--- src/rtl/caf_pkg.sv ---
// caf_pkg: shared constants and helpers for the CAF datapath stages
package caf_pkg;
  localparam int CAF_FRAME_CNT_BITS = 16;
  function automatic int clog2(input int v);
    int r;
    r = 0;
    while ((1 << r) < v) r++;
    return r;
  endfunction
endpackage

--- src/rtl/cpx_accumulate.sv ---
// cpx_accumulate: sums ACC_LEN consecutive complex products into one complex frame result
module cpx_accumulate import caf_pkg::*; #(
  parameter int I_BITS     = 24,
  parameter int Q_BITS     = 24,
  parameter int ACC_LEN    = 32,
  parameter int I_OUT_BITS = I_BITS + clog2(ACC_LEN),
  parameter int Q_OUT_BITS = Q_BITS + clog2(ACC_LEN)
) (
  input  logic                                clk,
  input  logic                                reset,
  input  logic signed [I_BITS-1:0]            i_in,
  input  logic signed [Q_BITS-1:0]            q_in,
  input  logic                                in_valid,
  input  logic                                clear,
  output logic signed [I_OUT_BITS-1:0]        i_out,
  output logic signed [Q_OUT_BITS-1:0]        q_out,
  output logic                                out_valid,
  output logic [CAF_FRAME_CNT_BITS-1:0]       frame_cnt
);
  localparam int CW = clog2(ACC_LEN);
  localparam logic [CW-1:0] LAST = CW'(ACC_LEN - 1);
  logic [CW-1:0] cnt;
  logic signed [I_OUT_BITS-1:0] acc_i, sum_i;
  logic signed [Q_OUT_BITS-1:0] acc_q, sum_q;
  logic last;
  assign sum_i = acc_i + {{(I_OUT_BITS-I_BITS){i_in[I_BITS-1]}}, i_in};
  assign sum_q = acc_q + {{(Q_OUT_BITS-Q_BITS){q_in[Q_BITS-1]}}, q_in};
  assign last  = in_valid && cnt == LAST;
  // clear has priority over in_valid, so a cleared last sample never emits a frame
  always_ff @(posedge clk) begin
    if (reset) begin
      acc_i     <= '0;
      acc_q     <= '0;
      cnt       <= '0;
      i_out     <= '0;
      q_out     <= '0;
      out_valid <= 1'b0;
      frame_cnt <= '0;
    end else begin
      out_valid <= 1'b0;
      if (clear) begin
        acc_i <= '0;
        acc_q <= '0;
        cnt   <= '0;
      end else if (last) begin
        i_out     <= sum_i;
        q_out     <= sum_q;
        out_valid <= 1'b1;
        frame_cnt <= frame_cnt + 1'b1;
        acc_i     <= '0;
        acc_q     <= '0;
        cnt       <= '0;
      end else if (in_valid) begin
        acc_i <= sum_i;
        acc_q <= sum_q;
        cnt   <= cnt + 1'b1;
      end
    end
  end
endmodule

--- config.mk ---
export PLATFORM = sky130hd
export DESIGN_NAME = cpx_accumulate
export DESIGN_NICKNAME = d
export VERILOG_FILES = /design/src/rtl/caf_pkg.sv /design/src/rtl/cpx_accumulate.sv
export SDC_FILE = /design/constraint.sdc
export NUM_CORES = 1
export LEC_CHECK = 0
export CAP_MARGIN = 30
export CORE_ASPECT_RATIO = 1.2
export CORE_MARGIN = 3
export CORE_UTILIZATION = 54
export DETAILED_ROUTE_END_ITERATION = 8
export GPL_TIMING_DRIVEN = 1
export HOLD_SLACK_MARGIN = 0.1
export PLACE_DENSITY_LB_ADDON = 0.3
export RECOVER_POWER = 25
export SETUP_SLACK_MARGIN = 0.2
export SYNTH_ARGS = -nofsm -noshare
export SYNTH_HDL_FRONTEND = slang
export SYNTH_SLANG_ARGS = --single-unit
--- constraint.sdc ---
create_clock -name clk -period 4 [get_ports clk]
set_input_delay 0.8 -clock clk [delete_from_list [all_inputs] [get_ports clk]]
set_output_delay 0.8 -clock clk [all_outputs]
set_load 0.01 [all_outputs]
==> results.json, run 1 <==
{
  "cap_violations": 0,
  "synth_adder_area_share": 0.0992,
  "status": "finished clean",
  "r2r_slack_ns": 0.86,
  "muxShareOfSynthArea": 0.0612,
  "hold_buffers": 0,
  "synthArstFlopShare": 0,
  "clk_pin_slew_ns": 0.06,
  "clockBufferDepth": 2,
  "final_cell_mix": "nand2_1, dfxtp_1, nor2_1, a21oi_1, clkdlybuf4s50_1",
  "min_period_over_period": 0.866,
  "highest_layer": "met4",
  "worstSetupPathType": "primary input to flop",
  "dieArea_sq_mm": 0.0160,
  "die_w_um": 116,
  "setup_viol": 0,
  "layout.area.seq_sq_mm": 0.00276,
  "synth_xor_area_frac": 0.0748,
  "ys_ff_latch": 138,
  "wire_per_inst_um": 15.9,
  "p_per_area_mw_per_mm2": 384,
  "core_sq_mm": 0.0140,
  "io_pins": 127,
  "synth_seq_area_share": 0.352,
  "swShare": 0.253,
  "crit_path_top_delay_cell": "fa_1",
  "num-fill-cells": 1107,
  "pre_cts_ws_ns": 0.142,
  "p_sw_mw": 0.962,
  "drt_iter0_markers": 376,
  "drcViolationCount": 0,
  "yosys_warnings": 0,
  "ant_nets": 0,
  "avgViaCountPerCell": 5.80,
  "syn_area_per_cell_sq_um": 8.16,
  "critPathMaxFanout": 4,
  "syn_nets": 1074,
  "final_layout_size_suffix_gt1_frac": 0.0518,
  "clk-insertion-delay-late_ns": 0.43,
  "hpwl_um": 13700,
  "fin_cells": 1252,
  "whs_path_depth": 2,
  "ys.flop_type": "dfxtp_1",
  "synth_top_family_by_area": "simple AND/OR/NAND/NOR gates",
  "synth-compound-area-share": 0.187,
  "worst_clock_skew_ns": 0.00774,
  "hold_violations": 0,
  "n_antenna_cell": 0,
  "setup_slack_ns": 0.537,
  "tritoncts": "done",
  "antenna_found_initial": 0,
  "areaGrowthSynthToFinish_pct": 26.2,
  "wirelength_met1_um": 8490,
  "seq_power_share": 0.374,
  "fin_nets": 1181,
  "met2_length_um": 10100,
  "synth_edf_count": 0,
  "r2r-end": "frame_cnt[13]",
  "placementRows": 47,
  "whs_endpoint": "i_out[11]",
  "cp_slowest_stage_delay_ns": 0.43,
  "endpoint_kind": "flop",
  "cts_sinks": 138,
  "r2r.worst_path.cells": 10,
  "cp_cell_sequence": "clkdlybuf4s50_1, ha_1, fa_1, a211oi_1, o21bai_1, o41ai_1, buf_4, o21ai_2, a211oi_2, buf_4, nand2b_1, a21oi_1, xnor2_1, a211oi_1",
  "clockRootBuffer": "clkbuf_16",
  "arrival_ns": 3.71,
  "synth_cell_types": 56,
  "initial_core_util": 0.561,
  "combPwrFrac": 0.147,
  "rsz0062_at_grt": "no",
  "die_h_um": 138,
  "totalWireLength_um": 19900,
  "r2r-start": "cnt[0]",
  "cts_made_buffers": 17,
  "fin_tns_setup_ns": 0,
  "critPathLaunchType": "primary input",
  "finalWorstPathRequiredPeriod_ns": 3.46,
  "gp_congestion": 0.904,
  "post_cts_resized": 0,
  "overflow": 0,
  "port_buffers": 126,
  "intPower_mw": 2.84,
  "worstHoldStart": "i_out[11]",
  "track_usage": 0.249,
  "netlist_instances": 961,
  "cts_setup_buffers": 0,
  "syn-cell-area_sq_mm": 0.00785,
  "placed_cells": 1220,
  "drv_slew": 0,
  "ir_worst_vdd_uv": 385,
  "via_count": 7259,
  "min_path_type": "flop to flop",
  "slew_headroom": 0.156,
  "p_leak_nw": 4.24,
  "holdWs_ns": 0.448,
  "wl_met3_um": 923,
  "drtPass1Iterations": 6,
  "fmax_ghz": 0.289,
  "multi_input_area_sq_mm": 0.00484,
  "grt_max_degree": 80,
  "cp.required_ns": 4.25,
  "final_common_cell": "nand2_1",
  "grt_pass1_wl_um": 33000,
  "synth-simple-area-share": 0.194,
  "clkPwrFrac": 0.479,
  "tightest_slew_ns": 1.27,
  "grt_pass1_vias": 7133,
  "htreeDepth": 4
}
final cells by class:
| class | instances | share of cell area |
|---|---|---|
| clock buffer | 18 | 0.0444 |
| clock inverter | 14 | 0.0245 |
| inverter | 13 | 0.00493 |
| multi-input combinational | 760 | 0.489 |
| sequential | 138 | 0.279 |
| tap | 171 | 0.0216 |
| timing repair buffer | 138 | 0.137 |
worst max path at each step:
stage / cells after the start / endpoint / slack (ns) / start
2_1_floorplan: 11 / acc_q[28] / 0.60 / q_in[0]
3_3_place_gp: 13 / acc_q[28] / 0.17 / q_in[0]
3_5_place_dp: 13 / acc_q[28] / 0.14 / q_in[0]
4_1_cts: 13 / acc_q[28] / 0.57 / q_in[0]
5_1_grt: 13 / acc_q[28] / 0.38 / q_in[0]
6_report: 14 / acc_q[22] / 0.54 / q_in[0]
critical path: cells and delay by family:
| kind | cells | cell delay (ns) |
|---|---|---|
| and+or+nand+nor | 1 | 0.09 |
| adders and majority gates | 2 | 0.67 |
| buffers and inverters | 3 | 0.76 |
| AOI/OAI and AO/OA | 7 | 1.17 |
| xor gates and xnor gates | 1 | 0.21 |
Yosys cell counts, drive strengths merged, types with 5 or more instances:
cell type / count / area share
nand2: 153 / 0.073
dfxtp: 138 / 0.35
nor2: 110 / 0.053
a21oi: 104 / 0.066
ha: 59 / 0.094
mux2i: 48 / 0.061
xnor2: 39 / 0.044
clkbuf: 38 / 0.019
a21o: 28 / 0.027
xor2: 28 / 0.031
o21ai: 25 / 0.016
a211oi: 19 / 0.019
nand3: 19 / 0.012
nand4: 18 / 0.014
inv: 13 / 0.0062
buf: 12 / 0.0065
and3: 11 / 0.0088
nor3: 10 / 0.0064
o21bai: 9 / 0.0086
a31oi: 8 / 0.0064
o21a: 8 / 0.0077
a31o: 5 / 0.0056
or3: 5 / 0.0040
or4: 5 / 0.0048
stage by stage:
step           cell area (sq um)  total power, mW   util
3_3_place_gp                9210             1.99  0.658
5_1_grt                     9900             3.95  0.707
2_1_floorplan               7850             1.85      -
6_report                    9900             3.80  0.707
4_1_cts                     9920             3.82  0.709
3_5_place_dp                9240             2.00  0.660
power groups by stage:
stage | Sequential, mW | Combinational, mW | Clock [mW]
final | 1.42 | 0.559 | 1.82
after global routing | 1.42 | 0.615 | 1.91
after CTS | 1.42 | 0.556 | 1.85
after floorplan | 1.45 | 0.401 | 0
after global placement | 1.45 | 0.538 | 0
after detailed placement | 1.45 | 0.547 | 0
sequential cells by signal, indices dropped and copies added (netlist names):
signal     flops
i_out         29
out_valid      1
acc_i         29
frame_cnt     16
acc_q         29
cnt            5
q_out         29
layer usage:
layer	up-vias	GRT usage
li1	3604	-
met1	3437	0.296
met2	185	0.440
met3	33	0.0485
met4	0	0.0886
met5	-	0
logic make-up (layout without fill, tap and decap cells):
family	Yosys count	count (layout)
AOI/OAI and AO/OA	233	233
xor gates and xnor gates	67	67
adders and majority gates	61	61
buffers and inverters	63	183
DFF	138	138
muxes	48	48
and+or+nand+nor	351	351
(Power assumes the default switching activity.)
==> run 2, diff against run 1 <==
- CTS_CLUSTER_SIZE: not set -> 28
- PLACE_DENSITY: not set -> 0.92
- PLACE_DENSITY_LB_ADDON: 0.3 -> not set
==> results.json, run 2 (synthesized netlist as in run 1, its figures left out) <==
{
  "port_buffers": 126,
  "p_leak_nw": 4.18,
  "cts_sinks": 138,
  "areaGrowthSynthToFinish_pct": 24.8,
  "endpoint_kind": "flop",
  "clockRootBuffer": "clkbuf_16",
  "drcViolationCount": 0,
  "drt_iter0_markers": 450,
  "min_path_type": "flop to flop",
  "overflow": 0,
  "cp_top_family": "compound AO/OA/AOI/OAI gates",
  "cts_made_buffers": 17,
  "grt_pass1_wl_um": 34600,
  "holdWs_ns": 0.449,
  "post_cts_resized": 0,
  "worstSetupPathType": "primary input to flop",
  "avgViaCountPerCell": 5.91,
  "clk-insertion-delay-late_ns": 0.42,
  "crit_path_top_delay_cell": "fa_1",
  "cp.required_ns": 4.33,
  "hold_violations": 0,
  "cp_slowest_stage_delay_ns": 0.44,
  "fin_nets": 1178,
  "htreeDepth": 4,
  "antenna_found_initial": 0,
  "arrival_ns": 3.92,
  "rsz0062_at_grt": "no",
  "cp_cell_sequence": "clkdlybuf4s50_1, ha_1, fa_1, a211oi_1, o21bai_1, o41ai_1, buf_4, o21ai_2, a211oi_2, buf_4, nand2b_1, a21oi_1, xnor2_1, a211oi_1",
  "critPathLaunchType": "primary input",
  "final_layout_size_suffix_gt1_frac": 0.0510,
  "status": "finished clean",
  "placed_cells": 1216,
  "wire_per_inst_um": 16.6,
  "grt_pass1_vias": 7481,
  "io_pins": 127,
  "initial_core_util": 0.561,
  "fin_tns_setup_ns": 0,
  "totalWireLength_um": 20700,
  "via_count": 7384,
  "die_w_um": 116,
  "p_per_area_mw_per_mm2": 362,
  "grt_max_degree": 69,
  "tritoncts": "done",
  "fin_cells": 1249,
  "fmax_ghz": 0.279,
  "hold_buffers": 0,
  "final_common_cell": "nand2_1",
  "cts_setup_buffers": 0,
  "clk_pin_slew_ns": 0.06,
  "fin_area_sq_mm": 0.00979,
  "critPathMaxFanout": 4,
  "num-fill-cells": 1067,
  "tightest_slew_ns": 1.26,
  "drv_slew": 0,
  "n_antenna_cell": 0,
  "gp_congestion": 0.952,
  "hpwl_um": 14200,
  "min_period_over_period": 0.897,
  "cp_num_buf_inv": 3,
  "worst_clock_skew_ns": 0.00787,
  "placementRows": 47,
  "core_sq_mm": 0.0140,
  "finalWorstPathRequiredPeriod_ns": 3.59,
  "setup_viol": 0,
  "clockBufferDepth": 2,
  "ir_worst_vdd_uv": 227,
  "placed_area_sq_mm": 0.00919,
  "track_usage": 0.262,
  "dieArea_sq_mm": 0.0160,
  "ant_nets": 0,
  "drtPass1Iterations": 5,
  "slew_headroom": 0.161,
  "cap_violations": 0,
  "die_h_um": 138,
  "final_cell_mix": "nand2_1, dfxtp_1, nor2_1, a21oi_1, clkdlybuf4s50_1"
}
## run 2: cell count changes in the layout (fill, tap and decap cells not counted)
cell / delta
bufinv_16: -4
clkinvlp_4: +3
clkbuf_1: -2
clkinv_2: +2
buf_4: -1
clkdlybuf4s50_1: -1
clkinv_4: -1
dlygate4sd3_1: +1
## run 2: path summary, 6_finish.rpt
check / start / to / slack (ns) / depth (start not counted)
hold / removal: i_out[17] / i_out[17] / 0.45 / 2
setup / recovery: q_in[0] / q_out[22] / 0.41 / 14
setup reg to reg: acc_q[0] / q_out[22] / 0.91 / 13
hold reg to reg: i_out[17] / i_out[17] / 0.45 / 2
## run 2: metal layers
metal,GRT usage,vias to the layer above,part of all wire
met5,0,-,0
met4,0.103,0,0.028
met3,0.0682,63,0.055
met2,0.462,243,0.51
met1,0.295,3478,0.40
li1,-,3600,-
## run 2: layout make-up
class / count / area [sq um] / area share
well taps: 171 / 214 / 0.0219
repair buffers: 135 / 1340 / 0.137
clock inverters: 14 / 146 / 0.0150
clock buffers: 18 / 439 / 0.0449
inverters: 13 / 48.8 / 0.00498
flip-flops and latches: 138 / 2760 / 0.282
multi-input cells: 760 / 4840 / 0.494
## run 2: worst reg2reg max path, delay by kind of cell (launching register included)
| kind | cells | cell delay, ns |
|---|---|---|
| AND/OR/NAND/NOR | 1 | 0.10 |
| XOR/XNOR | 1 | 0.14 |
| AO/OA/AOI/OAI | 7 | 1.41 |
| adder cells (fa/ha/maj) | 2 | 0.67 |
| buffers and inverters | 2 | 0.37 |
| flip-flops | 1 | 0.31 |
## run 2: through the flow
step / utilization / worst slack (ns) / total power [mW]
global placement: 0.656 / 0.0372 / 1.98
CTS: 0.698 / 0.400 / 3.55
floorplan: - / 0.600 / 1.85
global route: 0.699 / 0.201 / 3.68
detailed placement: 0.656 / -0.00378 / 2.00
finish: 0.699 / 0.411 / 3.54
## run 2: where the power goes
group	switching [mW]	internal (mW)	total (mW)
combinational	0.324	0.243	0.567
clock	0.622	0.934	1.56
sequential	0.0173	1.40	1.42
total	0.963	2.58	3.54
==> run 3, diff against run 2 <==
- SLEW_MARGIN: not set -> 0
==> results of run 3 <==
Same layout as run 2: the final DEF is identical, and so are final timing and power.
